`config.mk`:
```
export PLATFORM = sky130hd
export DESIGN_NAME = sd_card_cmd_responder
export DESIGN_NICKNAME = d
export VERILOG_FILES = /design/src/rtl/sd_card_cmd_responder.sv
export SDC_FILE = /design/constraint.sdc
export NUM_CORES = 1
export LEC_CHECK = 0
export CELL_PAD_IN_SITES_DETAIL_PLACEMENT = 1
export CELL_PAD_IN_SITES_GLOBAL_PLACEMENT = 1
export CORE_MARGIN = 4
export CORE_UTILIZATION = 45
export CTS_BUF_LIST = sky130_fd_sc_hd__clkbuf_16
export DETAILED_ROUTE_END_ITERATION = 6
export PLACE_DENSITY_LB_ADDON = 0.12
export SLEW_MARGIN = 30
export SYNTH_ARGS = -nofsm -noshare
export SYNTH_HDL_FRONTEND = slang
export SYNTH_SLANG_ARGS = --single-unit
```
`constraint.sdc`:
```
create_clock -name clk_i -period 8.81 [get_ports clk_i]
set_input_delay 2.643 -clock clk_i [delete_from_list [all_inputs] [get_ports clk_i]]
set_output_delay 2.643 -clock clk_i [all_outputs]
set_load 0.02 [all_outputs]
```
`src/rtl/sd_card_cmd_responder.sv`:
```
// -----------------------------------------------------------------------------
// sd_card_cmd_responder
//
// Card-side CMD line engine. Receives a 48-bit host command and validates its
// framing and CRC7. The decoded command goes to a card-behaviour model, and
// the response that model offers (48-bit or 136-bit) is sent back on CMD.
// All bit timing follows the host divider strobes: CMD is sampled on
// clk_en_p_i and driven on clk_en_n_i. Both strobes may be high together.
//
// Ports:
//   clk_i, rst_ni              system clock, synchronous active-low reset
//   clk_en_p_i / clk_en_n_i    SD clock rising / falling edge strobes
//   sd_cmd_i                   CMD line input
//   sd_cmd_o, sd_cmd_en_o      CMD line output value and output enable
//   cmd_valid_o / cmd_err_o    one-cycle pulses: good command / bad frame
//   cmd_o, cmd_arg_o           last good command index and argument
//   rsp_valid_i / rsp_ready_o  response handshake
//   rsp_long_i, rsp_no_crc_i   R2 (136-bit) select, CRC field forced to 7'h7F
//   rsp_i                      response payload
//   rsp_timeout_o              one-cycle pulse: no response offered in time
// -----------------------------------------------------------------------------
module sd_card_cmd_responder #(
    parameter int RSP_DELAY   = 2,
    parameter int RSP_TIMEOUT = 64
) (
    input  logic         clk_i,
    input  logic         rst_ni,
    input  logic         clk_en_p_i,
    input  logic         clk_en_n_i,
    input  logic         sd_cmd_i,
    output logic         sd_cmd_o,
    output logic         sd_cmd_en_o,
    output logic         cmd_valid_o,
    output logic         cmd_err_o,
    output logic [5:0]   cmd_o,
    output logic [31:0]  cmd_arg_o,
    input  logic         rsp_valid_i,
    output logic         rsp_ready_o,
    input  logic         rsp_long_i,
    input  logic         rsp_no_crc_i,
    input  logic [119:0] rsp_i,
    output logic         rsp_timeout_o
);

    localparam logic [6:0] LP_DELAY   = 7'(RSP_DELAY);
    localparam logic [6:0] LP_TIMEOUT = 7'(RSP_TIMEOUT);

    typedef enum logic [2:0] {
        ST_IDLE     = 3'd0,
        ST_RX       = 3'd1,
        ST_CHECK    = 3'd2,
        ST_WAIT_RSP = 3'd3,
        ST_TX       = 3'd4
    } state_t;

    // One serial step of CRC7, polynomial x^7 + x^3 + 1
    function automatic logic [6:0] crc7_step(input logic [6:0] crc, input logic din);
        logic fb;
        fb = din ^ crc[6];
        return {crc[5:0], 1'b0} ^ (fb ? 7'h09 : 7'h00);
    endfunction

    // CRC7 over the 40 leading bits of a command frame, MSB first, init 0
    function automatic logic [6:0] crc7_40(input logic [39:0] d);
        logic [6:0] c;
        c = 7'h00;
        for (int i = 39; i >= 0; i--) begin
            c = crc7_step(c, d[i]);
        end
        return c;
    endfunction

    state_t         r_state, w_state_nxt;
    logic [7:0]     r_bit_cnt, w_bit_cnt_nxt;
    logic [6:0]     r_dly_cnt, w_dly_cnt_nxt;
    logic [47:0]    r_rx_sr, w_rx_sr_nxt;
    logic [5:0]     r_cmd, w_cmd_nxt;
    logic [31:0]    r_arg, w_arg_nxt;
    logic           r_cmd_valid, w_cmd_valid_nxt;
    logic           r_cmd_err, w_cmd_err_nxt;
    logic           r_timeout, w_timeout_nxt;
    logic           r_rsp_ready, w_rsp_ready_nxt;
    logic           r_latched, w_latched_nxt;
    logic           r_long, w_long_nxt;
    logic           r_no_crc, w_no_crc_nxt;
    logic [127:0]   r_tx_sr, w_tx_sr_nxt;
    logic [6:0]     r_crc, w_crc_nxt;
    logic           r_sd_cmd, w_sd_cmd_nxt;
    logic           r_sd_cmd_en, w_sd_cmd_en_nxt;

    logic           w_frame_ok;
    logic           w_hs;
    logic [7:0]     w_data_len;
    logic [7:0]     w_frame_len;
    logic           w_tx_bit;
    logic [127:0]   w_tx_sr_shift;
    logic [6:0]     w_crc_upd;

    // Received frame check: transmission bit, CRC7 over bits 47:8, end bit
    assign w_frame_ok = r_rx_sr[46] && (crc7_40(r_rx_sr[47:8]) == r_rx_sr[7:1]) && r_rx_sr[0];
    assign w_hs       = rsp_valid_i & r_rsp_ready;

    // Next transmit bit for the bit index in r_bit_cnt; CRC accumulates while shifting
    always_comb begin
        w_data_len    = r_long ? 8'd128 : 8'd40;
        w_frame_len   = r_long ? 8'd136 : 8'd48;
        w_tx_bit      = 1'b1;
        w_tx_sr_shift = r_tx_sr;
        w_crc_upd     = r_crc;
        if (r_bit_cnt < w_data_len) begin
            w_tx_bit      = r_tx_sr[127];
            w_tx_sr_shift = {r_tx_sr[126:0], 1'b0};
            // R2 CRC covers the CID/CSD payload only, not start/dir/header bits
            if (!r_long || (r_bit_cnt >= 8'd8)) begin
                w_crc_upd = crc7_step(r_crc, r_tx_sr[127]);
            end else begin
                w_crc_upd = r_crc;
            end
        end else if (r_bit_cnt < (w_data_len + 8'd7)) begin
            w_tx_bit  = r_no_crc ? 1'b1 : r_crc[6];
            w_crc_upd = {r_crc[5:0], 1'b0};
        end else begin
            w_tx_bit  = 1'b1;
        end
    end

    // FSM next-state and datapath next values
    always_comb begin
        w_state_nxt      = r_state;
        w_bit_cnt_nxt    = r_bit_cnt;
        w_dly_cnt_nxt    = r_dly_cnt;
        w_rx_sr_nxt      = r_rx_sr;
        w_cmd_nxt        = r_cmd;
        w_arg_nxt        = r_arg;
        w_cmd_valid_nxt  = 1'b0;
        w_cmd_err_nxt    = 1'b0;
        w_timeout_nxt    = 1'b0;
        w_rsp_ready_nxt  = r_rsp_ready;
        w_latched_nxt    = r_latched;
        w_long_nxt       = r_long;
        w_no_crc_nxt     = r_no_crc;
        w_tx_sr_nxt      = r_tx_sr;
        w_crc_nxt        = r_crc;
        w_sd_cmd_nxt     = r_sd_cmd;
        w_sd_cmd_en_nxt  = r_sd_cmd_en;

        case (r_state)
            ST_IDLE: begin
                if (clk_en_p_i && !sd_cmd_i) begin
                    w_rx_sr_nxt   = {r_rx_sr[46:0], 1'b0};
                    w_bit_cnt_nxt = 8'd1;
                    w_state_nxt   = ST_RX;
                end else begin
                    w_state_nxt   = ST_IDLE;
                end
            end

            ST_RX: begin
                if (clk_en_p_i) begin
                    w_rx_sr_nxt   = {r_rx_sr[46:0], sd_cmd_i};
                    w_bit_cnt_nxt = r_bit_cnt + 8'd1;
                    if (r_bit_cnt == 8'd47) begin
                        w_state_nxt = ST_CHECK;
                    end else begin
                        w_state_nxt = ST_RX;
                    end
                end else begin
                    w_state_nxt = ST_RX;
                end
            end

            ST_CHECK: begin
                if (w_frame_ok) begin
                    w_cmd_valid_nxt = 1'b1;
                    w_cmd_nxt       = r_rx_sr[45:40];
                    w_arg_nxt       = r_rx_sr[39:8];
                    w_dly_cnt_nxt   = 7'd0;
                    w_bit_cnt_nxt   = 8'd0;
                    w_rsp_ready_nxt = 1'b1;
                    w_latched_nxt   = 1'b0;
                    w_state_nxt     = ST_WAIT_RSP;
                end else begin
                    w_cmd_err_nxt   = 1'b1;
                    w_state_nxt     = ST_IDLE;
                end
            end

            ST_WAIT_RSP: begin
                if (w_hs) begin
                    w_latched_nxt   = 1'b1;
                    w_rsp_ready_nxt = 1'b0;
                    w_long_nxt      = rsp_long_i;
                    w_no_crc_nxt    = rsp_no_crc_i;
                    w_crc_nxt       = 7'h00;
                    if (rsp_long_i) begin
                        w_tx_sr_nxt = {2'b00, 6'h3F, rsp_i};
                    end else begin
                        w_tx_sr_nxt = {2'b00, rsp_i[37:32], rsp_i[31:0], 88'd0};
                    end
                end else begin
                    w_latched_nxt   = r_latched;
                end

                // Delay counter saturates so a late handshake still sees counter >= RSP_DELAY
                if (clk_en_p_i && (r_dly_cnt != LP_TIMEOUT)) begin
                    w_dly_cnt_nxt = r_dly_cnt + 7'd1;
                end else begin
                    w_dly_cnt_nxt = r_dly_cnt;
                end

                if (r_latched && (r_dly_cnt >= LP_DELAY) && clk_en_n_i) begin
                    // Start bit goes out on this strobe; r_bit_cnt is 0 here
                    w_sd_cmd_nxt    = w_tx_bit;
                    w_sd_cmd_en_nxt = 1'b1;
                    w_tx_sr_nxt     = w_tx_sr_shift;
                    w_crc_nxt       = w_crc_upd;
                    w_bit_cnt_nxt   = 8'd1;
                    w_state_nxt     = ST_TX;
                end else if (clk_en_p_i && !r_latched && !w_hs &&
                             (r_dly_cnt == (LP_TIMEOUT - 7'd1))) begin
                    w_timeout_nxt   = 1'b1;
                    w_rsp_ready_nxt = 1'b0;
                    w_state_nxt     = ST_IDLE;
                end else begin
                    w_state_nxt     = ST_WAIT_RSP;
                end
            end

            ST_TX: begin
                if (clk_en_n_i) begin
                    if (r_bit_cnt == w_frame_len) begin
                        w_sd_cmd_en_nxt = 1'b0;
                        w_sd_cmd_nxt    = 1'b1;
                        w_state_nxt     = ST_IDLE;
                    end else begin
                        w_sd_cmd_nxt    = w_tx_bit;
                        w_sd_cmd_en_nxt = 1'b1;
                        w_tx_sr_nxt     = w_tx_sr_shift;
                        w_crc_nxt       = w_crc_upd;
                        w_bit_cnt_nxt   = r_bit_cnt + 8'd1;
                        w_state_nxt     = ST_TX;
                    end
                end else begin
                    w_state_nxt = ST_TX;
                end
            end

            default: begin
                w_sd_cmd_en_nxt = 1'b0;
                w_sd_cmd_nxt    = 1'b1;
                w_rsp_ready_nxt = 1'b0;
                w_state_nxt     = ST_IDLE;
            end
        endcase
    end

    // State and datapath registers with synchronous active-low reset
    always_ff @(posedge clk_i) begin
        if (!rst_ni) begin
            r_state      <= ST_IDLE;
            r_bit_cnt    <= 8'd0;
            r_dly_cnt    <= 7'd0;
            r_rx_sr      <= 48'd0;
            r_cmd        <= 6'd0;
            r_arg        <= 32'd0;
            r_cmd_valid  <= 1'b0;
            r_cmd_err    <= 1'b0;
            r_timeout    <= 1'b0;
            r_rsp_ready  <= 1'b0;
            r_latched    <= 1'b0;
            r_long       <= 1'b0;
            r_no_crc     <= 1'b0;
            r_tx_sr      <= 128'd0;
            r_crc        <= 7'd0;
            r_sd_cmd     <= 1'b1;
            r_sd_cmd_en  <= 1'b0;
        end else begin
            r_state      <= w_state_nxt;
            r_bit_cnt    <= w_bit_cnt_nxt;
            r_dly_cnt    <= w_dly_cnt_nxt;
            r_rx_sr      <= w_rx_sr_nxt;
            r_cmd        <= w_cmd_nxt;
            r_arg        <= w_arg_nxt;
            r_cmd_valid  <= w_cmd_valid_nxt;
            r_cmd_err    <= w_cmd_err_nxt;
            r_timeout    <= w_timeout_nxt;
            r_rsp_ready  <= w_rsp_ready_nxt;
            r_latched    <= w_latched_nxt;
            r_long       <= w_long_nxt;
            r_no_crc     <= w_no_crc_nxt;
            r_tx_sr      <= w_tx_sr_nxt;
            r_crc        <= w_crc_nxt;
            r_sd_cmd     <= w_sd_cmd_nxt;
            r_sd_cmd_en  <= w_sd_cmd_en_nxt;
        end
    end

    assign sd_cmd_o      = r_sd_cmd;
    assign sd_cmd_en_o   = r_sd_cmd_en;
    assign cmd_valid_o   = r_cmd_valid;
    assign cmd_err_o     = r_cmd_err;
    assign cmd_o         = r_cmd;
    assign cmd_arg_o     = r_arg;
    assign rsp_ready_o   = r_rsp_ready;
    assign rsp_timeout_o = r_timeout;

endmodule
```
# Word-level counts from Yosys, hierarchy flattened
# Cells that the tools add are included.
[classes]
n_addsub = 3
magnitude_cmp = 4
eq_ne = 18
muxes = 102
bitwise = 85
reduce_logical = 32
[ops]
columns = ["op", "count"]
rows = [
  ["128-bit 2-to-1 mux", 5],
  ["7-bit by 4-bit XOR with 7-bit output", 38],
  ["128-bit one-hot mux with 2 select lines", 1],
  ["4-bit 2-to-1 mux", 41],
  ["126-bit 2-to-1 mux", 1],
  ["48-bit 2-to-1 mux", 2],
  ["48-bit one-hot mux with 2 select lines", 1],
  ["8-bit 2-to-1 mux", 8],
  ["7-bit 2-to-1 mux", 9],
  ["8-bit one-hot mux with 5 select lines", 1],
  ["1-bit XOR", 37],
  ["7-bit one-hot mux with 2 select lines", 2],
  ["1-bit 2-to-1 mux", 19],
  ["8-bit < comparator", 2],
  ["2-bit != test (second input constant)", 8],
  ["3-bit one-hot mux with 5 select lines", 1],
  ["3-bit 2-to-1 mux", 4],
  ["3-bit AND reduction", 4],
  ["1-bit logical AND", 9],
  ["1-bit one-hot mux with 3 select lines", 3],
  ["3-bit OR reduction", 3],
  ["8-bit by 1-bit adder with 8-bit output (second input constant)", 1],
  ["8-bit by 3-bit adder with 8-bit output (second input constant)", 1],
  ["8-bit by 6-bit == test with 1-bit output (second input constant)", 1],
  ["other kinds (26)", 42],
]
[totals]
register_bits = 248
input_bits = 128
out_inout_bits = 44
word_cells = 261

# Logic depth before layout (Yosys ltp)
[logic_depth]
depth_word = 118
depth_mapped = 14
mapped_depth_nobuf = 10

# Worst setup path before layout
# Ideal clock, no wire load.
[synth_timing]
path_kind = "input-to-reg"
startpoint = "input port clk_en_n_i"
endpoint = "register r_tx_sr[80]"
setup_ns = 0.096
arrival_time_ns = 4.767
setup_slack_ns = 3.947
path_stages = 11
path_cell_list = "nand2_1 a21oi_1 a21oi_1 o31a_1 or2_2 clkbuf_1 nand2_1 clkbuf_1 buf_1 nor2_1 nor4b_1"
[synth_between]
elab_chain_len = 3
elab_cells_between_ends = 6
classes_between = "eq/ne (2); mux (2); reduce/logical (2)"
[synth_lines]
columns = ["item", "line_no", "rtl"]
rows = [
  ["start, declared", "29", "input logic clk_en_n_i,"],
  ["1-bit logical AND", "211", "if (r_latched && (r_dly_cnt >= LP_DELAY) && clk_en_n_i) begin"],
  ["3-bit != test (no source line) or 128-bit 2-to-1 mux (tied branches)", "n/a", ""],
  ["4-bit AND reduction (no source line) or 128-bit one-hot mux with 2 select lines (tied branches)", "n/a", ""],
  ["end signal, assigned", "291", "r_tx_sr <= w_tx_sr_nxt;"],
  ["end, declared", "86", "logic [127:0] r_tx_sr, w_tx_sr_nxt;"],
]
# Parallel ways exist; a longest one is shown, timed or not.
# A chain may end at the register's enable or synchronous reset.

# Worst setup path in the final report
[layout_timing]
startpoint = "input port clk_en_n_i"
endpoint = "register r_tx_sr[24]"
# The elaborated chain is that of the path after synthesis.

==> summary.md <==
| Metric | Value |
|---|---|
| Status | completed |
| Worst setup endpoint | r_tx_sr[24]$_SDFFE_PN0P_ |
| Worst hold path class | flip-flop to flip-flop |
| Worst reg-to-reg setup slack | 4660 ps |
| GR Layer Usage met2 | 37.50% |
| Met1 GRT Util | 27.75% |
| Largest net degree at the start of global routing | 125 |
| Worst clock skew | 8.666 ps |
| Worst EP required | 9240 ps |
| Setup_tns | 0 ps |
| CTS tree | yes |
| Layout cell share with drive strength beyond 1 | 6.719% |
| Post-synthesis cell area | 11670 um2 |
| Critical path buffers and inverters | 2 |
| Final Hold Viols | 0 |
| 1st-iter DRT viols | 557 |
| CP Launch Type | input pin |
| Vias in the first global route | 10070 |
| Max Slew Vio Count | 0 |
| Initial Utilization | 46.10% |
| Worst path slowest cell | and2_2 |
| GRT Max-Usage Layer | met2 |
| Sequential Power Share | 47.7% |
| RSZ-0062 raised after global routing | false |
| MaxCap Viol Count | 0 |
| Clk buf depth | 3 |
| Maximum vdd drop | 0.1364 mV |
| Gr usage total | 21.46% |
| Core ar. | 25330 um2 |
| TritonCTS buffer count | 28 |
| Most frequent cells in the layout | dfxtp_1, clkdlybuf4s50_1, nand2_1 |
| Site Rows | 58 |
| R2r endpoint | r_dly_cnt[6]$_SDFFE_PN0P_ |
| Port bufs | 171 |
| DR pass1 iterations | 5 |
| Die Height | 169.1 um |
| # diodes | 0 |
| DRC | 0 |
| Crit path depth | 9 |
| Pleak | 5.056 nW |
| Critical path type | input pin to flip-flop |
| Setup violators final | 0 |
| Filler Cells Inserted | 2828 |
| Post-synth cell types | 55 |
| PostCTS Resize Cnt | 0 |
| Hold buffer count at cts | 0 |
| Reg2Reg Depth | 11 |
| Syn nets | 1408 |
| Via count | 9669 |
| EDFF count, synth | 0 |
| CP startpoint | clk_en_n_i |
| Top Ports | 172 |
| Tmin final | 5757 ps |
| CP Capture Type | flip-flop |
| Global route overflow | 0 |
| Min-delay src | r_tx_sr[17]$_SDFFE_PN0P_ |
| Die Span X | 169.1 um |
| Clock power share | 46.6% |
| Footprint of the multi-input gates | 6282 um2 |
| Total Die Area | 28580 um2 |
| Pwr dens | 164.1 nW/um2 |
| Met3 Usage GRT | 3.596% |
| GP Congestion | 0.8187 |
| CTS root buffer | clkbuf_16 |
| CP Cell Sequence | clkdlybuf4s50_1 > nand2_1 > a21oi_1 > nor2_1 > nand2_4 > and2_2 > buf_4 > a22oi_1 > a21boi_0 |
| Flops & latches, synth | 248 |
| Most used flip-flop cell after synthesis | dfxtp_1 |
| Post-CTS Setup Inserts | 0 |
| Mean Syn Cell Area | 9.186 um2 |
| H-tree lvl count | 1 |
| Vias per cell | 5.592 |
| Dpl hpwl | 20290 um |
| Critical R2R Launch | r_rx_sr[42]$_SDFFE_PN0P_ |
| Net Sw Frac | 21.54% |
| CP top delay family | simple AND/OR/NAND/NOR gates |
| Fmax | 173.7 MHz |
| Average wire per cell in the routed design | 18.13 um |
| Final-stage net count | 1518 |
| Max_slew headroom | 40.24% |
| Ys async rst share | 0% |
| CP max stage delay | 660 ps |
| Warnings, synthesis | 0 |
| First-pass GRT wire length | 51740 um |
| Area grow syn2layout | 22.88% |
| Worst-path clk slew | 60 ps |
| Initial antenna violation count | 5 |
| Worst EP arrival | 6190 ps |
| DRT antenna net count | 0 |
| Total power | 2.355 mW |
| Post-synthesis cell count | 1271 |
| Internal Power | 1.848 mW |
| Worst-Margin Slew | 896.3 ps |
| Register area share after synthesis | 42.52% |
| Clock Latency Late Sink | 520 ps |
| Register area | 4965 um2 |
| Routed WL | 31350 um |
| NetSw | 507.1 uW |
| Comb power frac | 5.7% |
| Period utilization | 65.34% |
| Crit path max fanout | 52 |
| Most common cell after layout, fill and taps aside | dfxtp_1 |
| CTS Sinks | 248 |
[flip-flops by register name (all words and copies together), names as in the netlist, 3 cells and up]
name and flops:
r_tx_sr 128, r_rx_sr 48, cmd_arg_o 32, r_bit_cnt 8, r_crc 7, r_dly_cnt 7, cmd_o 6, r_state 3
[synthesized netlist by cell type, drive strengths merged, types with 2 or more instances]
master	instances	area share [%]
dfxtp	248	43
nand2	162	5.2
nor2	119	3.8
a21boi	95	6.1
clkbuf	82	2.6
nor2b	78	4.2
a21oi	55	2.4
mux2i	47	4.0
a22oi	45	2.9
nor4b	44	3.3
xnor2	38	2.9
a222oi	32	2.7
mux2	32	3.1
o21ai	24	1.0
xor2	24	1.8
buf	18	1.2
xnor3	17	3.3
nand2b	10	0.54
ha	9	0.96
nand3	9	0.39
inv	8	0.26
nor3	8	0.34
and2	7	0.38
and3	7	0.38
o32ai	7	0.53
a31oi	6	0.32
a22o	4	0.30
nand4	4	0.21
o21a	4	0.26
or3	4	0.21
o31ai	3	0.19
nor3b	2	0.13
nor4	2	0.11
o31a	2	0.15
[through the flow]
| stage | hold WS (ps) | std cells | utilization (%) | worst slack, ps | cell area, um2 |
|---|---|---|---|---|---|
| floorplan | 441.4 | 1271 | - | 3947 | 11670 |
| global placement | 452.6 | 1680 | 53.05 | 2334 | 13440 |
| detailed placement | 461.6 | 1680 | 53.10 | 2478 | 13450 |
| CTS | 470.1 | 1728 | 56.49 | 2986 | 14310 |
| global route | 487.5 | 1729 | 56.64 | 2727 | 14350 |
| finish | 465.5 | 1729 | 56.64 | 3053 | 14350 |
[layer usage]
metal / wire, um / share of wire (%)
met5: 69 / 0.22
met2: 15400 / 49
met3: 1324 / 4.2
met4: 704 / 2.2
met1: 13850 / 44
[kinds of logic after synthesis]
logic type	count (synthesis)	share of synthesized area (%)
and+or+nand+nor	461	19.54
AOI/OAI and AO/OA	286	17.60
DFF	248	42.52
buffers and inverters	108	4.051
xor gates and xnor gates	80	8.209
muxes	79	7.116
adders and majority gates	9	0.9645
[power by group through the flow]
stage	combinational [mW]	clock, mW	sequential (mW)
after CTS	0.133	1.13	1.12
after global placement	0.133	0	1.15
final	0.134	1.10	1.12
after detailed placement	0.132	0	1.15
after floorplan	0.0571	0	1.15
after global routing	0.143	1.17	1.12
[layout make-up]
| cell class | count | area share [%] |
|---|---|---|
| flip-flops and latches | 248 | 34.61 |
| well taps | 330 | 2.878 |
| inverters | 8 | 0.2093 |
| repair buffers | 180 | 12.54 |
| clock buffers | 29 | 5.058 |
| multi-input cells | 915 | 43.79 |
| clock inverters | 19 | 0.9157 |
[worst reg2reg max path, cell delays in order (launching register included)]
cell and delay, ps:
dfxtp_1 370, xnor2_1 330, xnor3_1 550, xnor2_2 270, xnor3_2 450, or3_1 370
a21o_1 200, a221oi_2 330, and2_2 200, buf_4 570, nand2b_1 320, nor2_1 80
[worst min path at each step]
stage	slack [ps]	cells past startpoint	endpoint
finish	470	2	r_tx_sr[18]$_SDFFE_PN0P_
global route	490	2	r_tx_sr[71]$_SDFFE_PN0P_
CTS	470	2	r_tx_sr[18]$_SDFFE_PN0P_
detailed placement	460	2	r_tx_sr[72]$_SDFFE_PN0P_
global placement	450	2	r_tx_sr[76]$_SDFFE_PN0P_
floorplan	440	2	r_tx_sr[12]$_SDFFE_PN0P_
Power figures use the tool's default switching activity.
